**src/rtl/sigma_frame_capture.sv**
```systemverilog
// sigma_frame_capture: frames per-sample deltas of a sigma(a*b+c) running sum into held 12-bit results; SFC_PEAK_EN adds per-frame peak tracking
module sigma_frame_capture #(
  parameter int PIPE_LAT = 4
) (
  input  logic        clk,
  input  logic        rst,
  input  logic [7:0]  i_sum,
  input  logic        i_in_valid,
  input  logic [3:0]  i_frame_len,
  input  logic        i_clear,
  input  logic        i_ready,
  output logic        o_valid,
  output logic [11:0] o_result,
  output logic        o_overrun,
  output logic [7:0]  o_peak
);
  typedef enum logic {IDLE, COLLECT} state_t;
  state_t state_q, state_d;
  logic [PIPE_LAT-1:0] dv_sr_q, dv_sr_d;
  logic [7:0] prev_sum_q, prev_sum_d, delta;
  logic [4:0] len_q, len_d, count_q, count_d, cnt_inc, len_eff;
  logic [11:0] total_q, total_d, frame_sum, result_q, result_d;
  logic valid_q, valid_d, overrun_q, overrun_d;
  logic dv, complete, load;
  assign dv = dv_sr_q[PIPE_LAT-1];
  assign delta = i_sum - prev_sum_q;
  assign load = complete & (~valid_q | i_ready);
  // valid delay line tracks the accumulator latency; prev_sum follows i_sum every cycle
  always_comb begin
    dv_sr_d = (dv_sr_q << 1) | PIPE_LAT'(i_in_valid);
    prev_sum_d = i_sum;
  end
  // frame sequencing: a frame starts from IDLE on the first dv and ends when count reaches len
  always_comb begin
    cnt_inc = (state_q == IDLE) ? 5'd1 : count_q + 5'd1;
    len_eff = (state_q == IDLE) ? ((i_frame_len == 4'd0) ? 5'd16 : {1'b0, i_frame_len}) : len_q;
    frame_sum = ((state_q == IDLE) ? 12'd0 : total_q) + {4'd0, delta};
    complete = dv & ~i_clear & (cnt_inc == len_eff);
    state_d = state_q;
    len_d = len_q;
    count_d = count_q;
    total_d = total_q;
    if (i_clear) begin
      state_d = IDLE;
      count_d = 5'd0;
      total_d = 12'd0;
    end else if (dv) begin
      len_d = len_eff;
      state_d = complete ? IDLE : COLLECT;
      count_d = complete ? 5'd0 : cnt_inc;
      total_d = complete ? 12'd0 : frame_sum;
    end
  end
  // result hold: a completion either replaces an accepted/empty slot or is dropped as an overrun
  always_comb begin
    valid_d = load | (valid_q & ~i_ready);
    result_d = load ? frame_sum : result_q;
    overrun_d = ~i_clear & (overrun_q | (complete & ~load));
  end
  // state registers
  always_ff @(posedge clk or posedge rst) begin
    if (rst) begin
      dv_sr_q <= '0;
      prev_sum_q <= 8'd0;
      state_q <= IDLE;
      len_q <= 5'd0;
      count_q <= 5'd0;
      total_q <= 12'd0;
      valid_q <= 1'b0;
      result_q <= 12'd0;
      overrun_q <= 1'b0;
    end else begin
      dv_sr_q <= dv_sr_d;
      prev_sum_q <= prev_sum_d;
      state_q <= state_d;
      len_q <= len_d;
      count_q <= count_d;
      total_q <= total_d;
      valid_q <= valid_d;
      result_q <= result_d;
      overrun_q <= overrun_d;
    end
  end
  assign o_valid = valid_q;
  assign o_result = result_q;
  assign o_overrun = overrun_q;
`ifdef SFC_PEAK_EN
  logic [7:0] peak_q, peak_d, peak_run, peak_new, peak_out_q, peak_out_d;
  // running maximum of delta within the frame, published alongside the result
  always_comb begin
    peak_run = (state_q == IDLE) ? 8'd0 : peak_q;
    peak_new = (delta > peak_run) ? delta : peak_run;
    peak_d = (i_clear | complete) ? 8'd0 : (dv ? peak_new : peak_q);
    peak_out_d = load ? peak_new : peak_out_q;
  end
  // peak registers
  always_ff @(posedge clk or posedge rst) begin
    if (rst) begin
      peak_q <= 8'd0;
      peak_out_q <= 8'd0;
    end else begin
      peak_q <= peak_d;
      peak_out_q <= peak_out_d;
    end
  end
  assign o_peak = peak_out_q;
`else
  assign o_peak = 8'h00;
`endif
endmodule

```
**config.mk**
```make
export PLATFORM = sky130hd
export DESIGN_NAME = sigma_frame_capture
export DESIGN_NICKNAME = d
export VERILOG_FILES = /design/src/rtl/sigma_frame_capture.sv
export SDC_FILE = /design/constraint.sdc
export NUM_CORES = 1
export LEC_CHECK = 0
export BUFFER_PORTS_ARGS = -buffer_cell sky130_fd_sc_hd__buf_2
export CORE_MARGIN = 2
export CORE_UTILIZATION = 55
export CTS_CLUSTER_DIAMETER = 120
export DETAILED_ROUTE_END_ITERATION = 16
export GPL_ROUTABILITY_DRIVEN = 1
export GPL_TIMING_DRIVEN = 1
export PLACE_DENSITY = 0.77
export SYNTH_ARGS = -nofsm -noshare
export SYNTH_HDL_FRONTEND = slang
export SYNTH_SLANG_ARGS = --single-unit
```
**constraint.sdc**
```tcl
create_clock -name clk -period 4.1 [get_ports clk]
set_input_delay 0.82 -clock clk [delete_from_list [all_inputs] [get_ports clk]]
set_output_delay 0.82 -clock clk [all_outputs]
set_load 0.005 [all_outputs]
```
==> impl_metrics.ini <==
[final_layout]
areaGrowthSynthToFinish_pct = 10.9
register_area_mm2 = 0.00123
nets = 315
antenna_cells = 0
layout.cells.non_filler = 348
final_layout_size_suffix_gt1_frac = 0.214
nFillCells = 396
multi_input_area_mm2 = 0.00135
fin_area_mm2 = 0.00302

[setup_path]
critPathArrivalTime_ns = 3.72
slowest_stage = ha_1
path_cells = buf_2 > ha_1 > nor2b_1 > o21ai_0 > a21boi_0 > o21ai_0 > nor2b_1 > xnor2_1 > ha_1 > a21oi_1 > nor3b_1 > a211oi_1 > mux2i_1 > mux2_2
slowest_delay_ns = 0.33
cpLargestDelayFamily = compound AO/OA/AOI/OAI gates
crit_path_start_kind = input port
critPathBufInv = 1
worstPathMaxFanout = 5
worstSetupPathType = input port to flop
reg2reg_setup_slack_ns = 0.81
endpoint_kind = flop
cp.required_ns = 4.29

[run_status]
status = completed

[power_and_ir_drop]
combPwrFrac = 0.240
power_switching_share = 0.276
ir_drop_mv = 0.310
p_switching_w = 0.000343
internal_power_w = 0.000899
power.leakage_nw = 1.55
pwr-share-clk = 0.293
pwr-share-seq = 0.467
p_per_area_mw_per_mm2 = 411

[routing]
drt_iter0_drc = 118
drt_pass1_iterations = 4
avgViaCountPerCell = 5.24
detail_route.wl_per_cell_um = 13.8
drc = 0
routed_wl_mm = 4.80
vias = 1824
ant_nets = 0

[sta]
hold-worst-slack_ns = 0.353
max_freq_mhz = 284
tns_ns = 0
relSlewSlack = 0.326
skew_ns = 0.00698
hold_viol = 0
drv_slew = 0
setup_viol_count_final = 0
timing.final.ws_setup_ns = 0.573
finalCritPeriodShare = 0.860
worstMarginPinSlew_ns = 1.01
period_needed_ns = 3.53
rsz0062_at_grt = false

[clocking]
cts_buffers = 5
ctsHtreeMaxLevel = 2
cts_resized = 0
clk_pin_slew_ns = 0.09
ctsHoldBuffers = 0
post_cts_buffers = 0
cts.sinks = 49
cts_tree = built
clockBufferDepth = 2
ctsRootBufferMaster = clkbuf_8
clk_latency_ns = 0.30

[logic_synthesis]
synth-edff-count = 0
yosysSeqAreaShare = 0.450
synthFlopType = dfrtp_1
avgSynthCellArea_um2 = 10.9
synthCells = 249
synth-seq-cells = 49
ys_async_sr_fraction = 1.00
yosys.cell_types.count = 45
ys_warn_count = 0
netlist_area_mm2 = 0.00272

[placement]
place_hpwl_mm = 3.31
dp.cells = 340
portBuffers = 30
gp_routability_congestion = 0.819
dpl_cell_area_mm2 = 0.00290
place_ws_ns = 0.295

[global_routing]
grt_pass1_wl_mm = 8.36
antenna_found_initial = 0
grt_pass1_vias = 1827
grt-ovfl-total = 0
grt_max_degree = 50
track_usage = 0.199

[die]
die_w_um = 74.4
initial_core_util = 0.573
ios = 39
core.rowCount = 25
die-height_um = 74.4
core_mm2 = 0.00475
dieArea_mm2 = 0.00553

[run]
cap_violations = 0

[worst_hold_path]
hp-class = flop to flop
-- metal layers --
layer	share of wire	vias up	GRT usage
li1	-	900	-
met1	0.48	874	0.267
met2	0.46	42	0.322
met3	0.044	8	0.0488
met4	0.015	0	0.0615
met5	0	-	0
-- power by group through the flow --
stage | sequential [W] | combinational [W] | clock [W]
finish | 0.000579 | 0.000298 | 0.000364
CTS | 0.000581 | 0.000300 | 0.000373
global route | 0.000588 | 0.000333 | 0.000393
detailed placement | 0.000590 | 0.000297 | 0
global placement | 0.000587 | 0.000290 | 0
floorplan | 0.000586 | 0.000219 | 0
-- registers in the layout (all words and copies together) (netlist names) --
signal      count
count_q         5
dv_sr_q         4
len_q           5
o_overrun       1
o_result       12
o_valid         1
prev_sum_q      8
state_q         1
total_q        12
-- metrics by stage --
| stage | power (W) | util |
|---|---|---|
| 2_1_floorplan | 0.000805 | - |
| 3_3_place_gp | 0.000877 | 0.610 |
| 3_5_place_dp | 0.000886 | 0.610 |
| 4_1_cts | 0.00125 | 0.635 |
| 5_1_grt | 0.00131 | 0.635 |
| 6_report | 0.00124 | 0.635 |
-- placed cells by master, fill, tap and decap left out, types with 6 or more instances in the layout --
cell and count:
ha_1 16, conb_1 8, mux2i_1 6, nand2_1 22, o21ai_0 6, nor2_1 9
xor2_1 10, dfrtp_1 49, mux2_4 9, xnor2_1 10, buf_2 30, and2_1 8
inv_1 18, mux2_2 6, a22o_1 14, a21oi_1 9, clkbuf_8 6
-- final timing paths --
path,start,to,cells past startpoint
worst max-delay path,i_sum[1],o_result[10]$_DFFE_PP0P_,14
worst min-delay path,dv_sr_q[2]$_DFF_PP0_,dv_sr_q[3]$_DFF_PP0_,0
worst max register to register,prev_sum_q[1]$_DFF_PP0_,o_result[10]$_DFFE_PP0P_,14
worst min register to register,dv_sr_q[2]$_DFF_PP0_,dv_sr_q[3]$_DFF_PP0_,0
max in group asynchronous,rst,prev_sum_q[1]$_DFF_PP0_,2
min in group asynchronous,rst,o_result[9]$_DFFE_PP0P_,2
-- cell type report --
type	instances	area share
multi-input combinational	173	0.448
sequential	49	0.406
timing repair buffer	32	0.0547
tap	67	0.0278
clock buffer	6	0.0273
inverter	19	0.0236
clock inverter	2	0.0124
-- worst reg2reg max path, cell delays in order, from the launching register on --
cell,delay (ns)
dfrtp_1,0.37
inv_1,0.09
ha_1,0.22
nor2b_1,0.12
o21ai_0,0.20
a21boi_0,0.15
o21ai_0,0.24
nor2b_1,0.20
xnor2_1,0.15
ha_1,0.33
a21oi_1,0.22
nor3b_1,0.30
a211oi_1,0.14
mux2i_1,0.17
mux2_2,0.28
-- cells in the mapped netlist (2+ instances only) --
master	number	share of area
a22o_1	14	0.045
xor2_1	10	0.032
o21ai_0	6	0.011
dfrtp_1	49	0.45
ha_1	16	0.074
mux2i_1	6	0.022
nand2b_1	4	0.0092
fa_1	2	0.015
and2_1	8	0.018
a31oi_1	2	0.0046
nand3_1	4	0.0074
a21o_1	4	0.011
nor2b_1	4	0.0092
buf_4	8	0.022
a21oi_1	9	0.017
mux2_2	6	0.025
inv_1	19	0.026
mux2_4	9	0.050
buf_2	3	0.0055
nand2_1	22	0.030
clkbuf_1	3	0.0041
xnor2_1	10	0.032
nor2_1	9	0.012
-- logic make-up after synthesis --
kind of cell	Yosys count	synth area share
AO/OA/AOI/OAI	45	0.119
XOR/XNOR	20	0.0643
adder cells (fa/ha/maj)	18	0.0882
buffers and inverters	34	0.0620
flip-flops	49	0.450
multiplexers	21	0.0965
other	1	0.00138
AND/OR/NAND/NOR	61	0.119
Note: power is estimated with default switching activity, not from simulation.
